$ cat src/rtl/timer_pkg.sv
// Shared timer definitions: tick generator state encoding and prescaler sizing.
package timer_pkg;

  localparam int unsigned TIMER_DIV_W   = 4;
  localparam int unsigned TIMER_DIV_MAX = 8;

  typedef enum logic [1:0] {
    IDLE = 2'd0,
    RUN  = 2'd1,
    HALT = 2'd2
  } tick_state_t;

endpackage

$ cat src/rtl/timer_tick_gen.sv
// Count-enable strobe generator: power-of-two prescaler, global enable gate and
// debug-halt freeze feeding the 64-bit counter stage.
module timer_tick_gen
  import timer_pkg::*;
#(
  parameter int unsigned DIV_W   = TIMER_DIV_W,
  parameter int unsigned DIV_MAX = TIMER_DIV_MAX
) (
  input  logic             sys_clk,
  input  logic             sys_rst_n,
  input  logic             timer_en,
  input  logic             div_en,
  input  logic [DIV_W-1:0] div_val,
  input  logic             dbg_mode,
  input  logic             halt_req,
  output logic             cnt_en,
  output logic             halt_ack
);

  localparam logic [DIV_MAX-1:0] PRE_ONES = '1;

  tick_state_t        r_state;
  tick_state_t        w_state_nxt;
  logic [DIV_MAX-1:0] r_pre_cnt;
  logic [DIV_MAX-1:0] w_pre_cnt_nxt;
  logic [DIV_MAX-1:0] w_limit;
  logic               r_cnt_en;
  logic               w_cnt_en_nxt;
  logic               r_halt_ack;
  logic               r_div_en;
  logic [DIV_W-1:0]   r_div_val;
  logic [DIV_W-1:0]   w_eff;
  logic               w_halt;
  logic               w_ratio_chg;

  assign w_halt      = halt_req & dbg_mode;
  assign w_ratio_chg = (div_en != r_div_en) || (div_val != r_div_val);

  // Effective exponent from the registered ratio, clamped to the prescaler width.
  always_comb begin
    w_eff = '0;
    if (r_div_en) begin
      if (32'(r_div_val) > DIV_MAX) begin
        w_eff = DIV_W'(DIV_MAX);
      end else begin
        w_eff = r_div_val;
      end
    end
  end

  // 2^eff - 1 as a low-ones mask.
  assign w_limit = ~(PRE_ONES << w_eff);

  always_ff @(posedge sys_clk) begin
    if (!sys_rst_n) begin
      r_state <= IDLE;
    end else begin
      r_state <= w_state_nxt;
    end
  end

  always_comb begin
    w_state_nxt   = r_state;
    w_pre_cnt_nxt = r_pre_cnt;
    w_cnt_en_nxt  = 1'b0;
    unique case (r_state)
      IDLE: begin
        w_pre_cnt_nxt = '0;
        w_state_nxt   = w_halt ? HALT : RUN;
      end
      RUN: begin
        if (r_pre_cnt == w_limit) begin
          w_cnt_en_nxt  = 1'b1;
          w_pre_cnt_nxt = '0;
        end else begin
          w_pre_cnt_nxt = r_pre_cnt + DIV_MAX'(1);
        end
        if (w_halt) begin
          w_state_nxt = HALT;
        end
      end
      HALT: begin
        if (!w_halt) begin
          w_state_nxt = RUN;
        end
      end
      default: begin
        w_state_nxt   = IDLE;
        w_pre_cnt_nxt = '0;
      end
    endcase
    // A ratio change restarts the period but leaves the state machine alone.
    if (w_ratio_chg) begin
      w_pre_cnt_nxt = '0;
      w_cnt_en_nxt  = 1'b0;
    end
    if (!timer_en) begin
      w_state_nxt = IDLE;
    end
  end

  always_ff @(posedge sys_clk) begin
    if (!sys_rst_n) begin
      r_pre_cnt  <= '0;
      r_cnt_en   <= 1'b0;
      r_halt_ack <= 1'b0;
      r_div_en   <= 1'b0;
      r_div_val  <= '0;
    end else begin
      r_pre_cnt  <= w_pre_cnt_nxt;
      r_cnt_en   <= w_cnt_en_nxt;
      r_halt_ack <= w_halt;
      r_div_en   <= div_en;
      r_div_val  <= div_val;
    end
  end

  assign cnt_en   = r_cnt_en;
  assign halt_ack = r_halt_ack;

endmodule

$ cat config.mk
export PLATFORM = sky130hd
export DESIGN_NAME = timer_tick_gen
export DESIGN_NICKNAME = d
export VERILOG_FILES = /design/src/rtl/timer_pkg.sv /design/src/rtl/timer_tick_gen.sv
export SDC_FILE = /design/constraint.sdc
export NUM_CORES = 1
export LEC_CHECK = 0
export ABC_AREA = 1
export CORE_MARGIN = 10
export CORE_UTILIZATION = 30
export CTS_CLUSTER_SIZE = 10
export DETAILED_ROUTE_END_ITERATION = 7
export PLACE_DENSITY = 0.44
export SKIP_CTS_REPAIR_TIMING = 1
export SKIP_LAST_GASP = 1
export SYNTH_ARGS = -nofsm -noshare
export SYNTH_HDL_FRONTEND = slang
export SYNTH_SLANG_ARGS = --single-unit
export TNS_END_PERCENT = 5
$ cat constraint.sdc
create_clock -name sys_clk -period 1.71 [get_ports sys_clk]
set_input_delay 0.4275 -clock sys_clk [delete_from_list [all_inputs] [get_ports sys_clk]]
set_output_delay 0.4275 -clock sys_clk [all_outputs]
set_load 0.01 [all_outputs]
==> impl_metrics.ini, run 1 <==
[outcome]
status = finished clean

[timing]
fin_crit_ns = 1.576
rsz0062_at_grt = false
relSlewSlack = 0.6437
period_share = 0.9214
hold_viol_final = 0
worst_pin_slew_ns = 0.5326
fmax_ghz = 0.6347
finalSetupViolations = 0
drv_slew = 0
hold_slack_ns = 0.5296
clock_skew_ns = 0.01096

[synth]
synth_area_leader_cell = dfxtp_1
netlist_area_um2 = 997.2
synth.area.top_cells = dfxtp_1, nand2_1, inv_1
seq_area_frac_synth = 0.3413
synth-seq-cells = 17
synth_cell_type_count = 26
avgSynthCellArea_um2 = 6.648
synth_warnings = 0
netlist_instances = 150
synth_top_area_frac = 0.3413
synth_nets = 161

[cells_and_area]
fillCellCount = 362
nNetsFinal = 179
fin_util = 0.3856
stdcell_count = 211
areaGrowthSynthToFinish_pct = 20.95
diodes = 0
drive_gt1_frac = 0.09581

[detailed_routing]
final_antenna_net_count = 0
routed_via_density = 4.455
drcViolationCount = 0
first_pass_iters = 4
drt_iter0_markers = 48
vias = 940
wl_um = 2363
wl_per_cell_um = 11.20

[clock_tree]
clockBufferDepth = 2
cts_root_buffer = clkbuf_4
cts_tree = done
clk_latency_ns = 0.30
clock-sinks = 17
cts_buffers = 3
clkTransAtPathRegs_ns = 0.09
h-tree-depth = 1

[global_routing]
track_usage = 0.08279
grt_overflow = 0
antenna_found_initial = 0
use_met2 = 0.1169
grt_first_pass_wirelength_um = 4174
grt_pass1_vias = 900
grt.met3_usage = 0.02304
grt.busiest_layer = met2
use_met1 = 0.1124
grt_max_degree = 11

[die]
dieArea_um2 = 6030
chipHeight_um = 77.66
core_um2 = 3128
start_util = 0.3188
rows = 20
die_x_um = 77.66
io_pins = 12

[power]
ir_drop_v = 0.0003449
powerDensity_nw_per_um2 = 621.2
p_leak_nw = 0.4978

[setup_path]
crit_family = buffers and inverters
cpMaxStageDelayCell = clkdlybuf4s50_1
end_kind = primary output
crit_fanout = 1
worstSetupStartpointType = flop
crit_arrival_ns = 1.15
worst_ep_required_time_ns = 1.28
critical_path.max_stage_delay_ns = 0.53
crit_type = reg -> out
cp_cell_sequence = clkdlybuf4s50_1
path_buf_inv = 1

[flow_run]
drv_cap = 0

[place]
io_buffers = 11
dp.cells = 207
dp_hpwl_um = 1839
place.gp.congestion = 0.7935

[hold_path]
hold_class = reg -> reg
metal layers:
metal,vias up,share of wire
li1,515,-
met1,414,0.55
met2,7,0.41
met3,4,0.027
met4,0,0.017
met5,-,0
per-stage QoR:
stage	worst slack, ns	instance area [um2]	TNS [ns]	power (W)
after CTS	0.07279	1205	0	0.0007625
after global placement	-0.05408	1177	-0.1795	0.0005400
after floorplan	0.4052	997.2	0	0.0004920
after global routing	0.06227	1206	0	0.0007915
after detailed placement	-0.06351	1177	-0.3341	0.0005403
final	0.1344	1206	0	0.0007493
cells in the final DEF, fill, tap and decap left out, types with 2 or more instances in the layout:
master / n
nor2_2: 3
nand3b_1: 2
nand3_1: 13
a21oi_1: 11
nand2_1: 45
clkbuf_4: 3
xor2_1: 5
nor3_1: 3
o21ai_0: 3
nand4_1: 2
inv_1: 20
dfxtp_1: 16
buf_4: 3
clkdlybuf4s50_1: 11
nor2_1: 12
worst reg2reg max path: stages (launching register included):
cell and delay [ns]:
dfxtp_2 0.46, nand2_1 0.14, nand2_1 0.12, nand2_1 0.06, nand2_1 0.06, nand3_1 0.08, nor2_2 0.16, nand3_4 0.15
nand2_1 0.10, a21oi_1 0.06
kinds of logic after synthesis:
logic type                 synth area share
DFF                                  0.3413
AOI/OAI and AO/OA                    0.1142
xor gates and xnor gates            0.05270
buffers and inverters               0.08281
adders and majority gates           0.01255
and+or+nand+nor                      0.3965
area by class of cell:
cell class | count | area [um2] | share of cell area
Sequential cell | 17 | 341.6 | 0.2832
Clock buffer | 3 | 22.52 | 0.01867
Tap cell | 44 | 55.05 | 0.04564
Timing Repair Buffer | 14 | 132.6 | 0.1100
Inverter | 20 | 75.07 | 0.06224
Clock inverter | 1 | 5.005 | 0.004149
Multi-Input combinational cell | 112 | 574.3 | 0.4761
flip-flops by register name, indices dropped and copies added (netlist names):
signal,flops
r_pre_cnt,8
r_div_val,4
r_state,2
cnt_en,1
halt_ack,1
r_div_en,1
power breakdown:
group          internal, W  total (W)  leakage, nW  switching [W]
Sequential        0.000405   0.000418        0.139      0.0000122
Combinational    0.0000508   0.000113        0.341      0.0000621
Clock            0.0000871   0.000219       0.0177       0.000132
Total             0.000543   0.000749        0.498       0.000206
worst paths after layout:
kind / depth (start not counted) / slack [ns] / endpoint / start
hold reg to reg: 2 / 0.53 / r_pre_cnt[6] / r_pre_cnt[6]
setup / recovery: 1 / 0.13 / cnt_en / cnt_en
setup reg to reg: 9 / 0.22 / r_pre_cnt[0] / r_div_en
hold / removal: 2 / 0.53 / r_pre_cnt[6] / r_pre_cnt[6]
synth_stat cells, drive strengths merged:
cell and count:
a21oi 12, nand3b 2, o211ai 1, dfxtp 17
nand2 46, xnor2 1, o2111ai 1, and2 1
xor2 5, buf 1, inv 20, nand3 15
nor3 4, nand4 2, nor2 15, ha 1
a211oi 1, o21ai 4, o22ai 1
(Power assumes the default switching activity.)
==> run 2: changes to the inputs <==
- RECOVER_POWER: not set -> 25
==> impl_metrics.ini, run 2 (same netlist as run 1, synthesis figures left out) <==
[detailed_routing]
routed_via_density = 4.455
first_pass_iters = 4
vias = 940
drcViolationCount = 0
wl_per_cell_um = 11.21
wl_um = 2365
final_antenna_net_count = 0
drt_iter0_markers = 48

[outcome]
status = finished clean

[clock_tree]
clk_latency_ns = 0.30
clockBufferDepth = 2
clkTransAtPathRegs_ns = 0.09
cts_buffers = 3
clock-sinks = 17
cts_tree = done
cts_root_buffer = clkbuf_4
h-tree-depth = 1

[power]
powerDensity_nw_per_um2 = 621.9
p_sw_w = 0.0002060
netSwitchingFraction = 0.2754
power_frac_comb = 0.149
p_leak_nw = 0.4944
total_power_w = 0.0007478
pwr-share-seq = 0.558
internal_power_w = 0.0005418
ir_drop_v = 0.0003448
clockPowerShare = 0.293

[place]
io_buffers = 11
place.gp.congestion = 0.7935
dp_hpwl_um = 1839
dp_worst_setup_slack_ns = -0.06351

[die]
chipHeight_um = 77.66
core_um2 = 3128
start_util = 0.3188
dieArea_um2 = 6030
rows = 20
die_x_um = 77.66
io_pins = 12

[setup_path]
end_kind = primary output
worst_ep_required_time_ns = 1.28
crit_arrival_ns = 1.15
cpMaxStageDelayCell = clkdlybuf4s50_1
worstSetupStartpointType = flop
cp_cell_sequence = clkdlybuf4s50_1
critical_path.max_stage_delay_ns = 0.53
crit_type = reg -> out
crit_fanout = 1
crit_family = buffers and inverters
path_buf_inv = 1

[timing]
worst_slack_ns = 0.1344
period_share = 0.9214
drv_slew = 0
worst_pin_slew_ns = 0.5258
fmax_ghz = 0.6347
hold_viol_final = 0
relSlewSlack = 0.6482
finalSetupViolations = 0
clock_skew_ns = 0.01096
final.setup.tns_ns = 0
fin_crit_ns = 1.576
rsz0062_at_grt = false

[flow_run]
drv_cap = 0

[global_routing]
grt_overflow = 0
track_usage = 0.08279
antenna_found_initial = 0
grt_max_degree = 11
grt_pass1_vias = 900
grt_first_pass_wirelength_um = 4174

[cells_and_area]
areaGrowthSynthToFinish_pct = 20.58
drive_gt1_frac = 0.08982
largest-register = r_pre_cnt
largest_reg_flops = 8
fillCellCount = 364
layout_commonest_cell = nand2_1
top_regs = r_pre_cnt (8), r_div_val (4), r_state (2)
fin_util = 0.3844
diodes = 0
nNetsFinal = 179
final_cell_mix = nand2_1, inv_1, dfxtp_1

[hold_path]
hold_class = reg -> reg
[run 2: cell types whose count changed in the layout (fill, tap and decap cells not counted)]
cell,change
buf_4,-1
clkbuf_1,+1
dlygate4sd3_1,+1
clkdlybuf4s50_1,-1
[run 2: per-layer routing]
metal	vias to the layer above	part of all wire	global-route usage
met5	-	0	0
met4	0	0.017	0.03832
met3	4	0.028	0.02304
met2	9	0.41	0.1169
met1	413	0.55	0.1124
li1	514	-	-
[run 2: layout make-up]
| cell class | count | area (um2) | area share |
|---|---|---|---|
| clock buffer | 3 | 22.52 | 0.01873 |
| timing repair buffer | 14 | 128.9 | 0.1072 |
| multi-input combinational | 112 | 574.3 | 0.4776 |
| clock inverter | 1 | 5.005 | 0.004162 |
| sequential | 17 | 341.6 | 0.2841 |
| tap | 44 | 55.05 | 0.04579 |
| inverter | 20 | 75.07 | 0.06244 |
[run 2: worst paths after layout]
check | start | end | slack, ns | depth (start not counted)
min | r_pre_cnt[6] | r_pre_cnt[6] | 0.53 | 2
max | cnt_en | cnt_en | 0.13 | 1
max reg2reg | r_div_en | r_pre_cnt[0] | 0.22 | 9
min reg2reg | r_pre_cnt[6] | r_pre_cnt[6] | 0.53 | 2
[run 2: power by group through the flow]
stage	Sequential (W)	Combinational (W)	Clock (W)
2_1_floorplan	0.000421	0.0000709	0
3_3_place_gp	0.000426	0.000114	0
3_5_place_dp	0.000426	0.000114	0
4_1_cts	0.000417	0.000115	0.000231
5_1_grt	0.000420	0.000127	0.000243
6_report	0.000418	0.000111	0.000219
[run 2: stage by stage]
step	hold WS (ns)	cell area [um2]	cells
2_1_floorplan	0.4810	997.2	150
3_3_place_gp	0.5147	1177	207
3_5_place_dp	0.5215	1177	207
4_1_cts	0.5370	1205	211
5_1_grt	0.5654	1202	211
6_report	0.5297	1202	211
==> run 3: changes to the inputs <==
- SLEW_MARGIN: not set -> 20
==> results of run 3 <==
Final layout, timing and power as in run 2 (identical DEF).
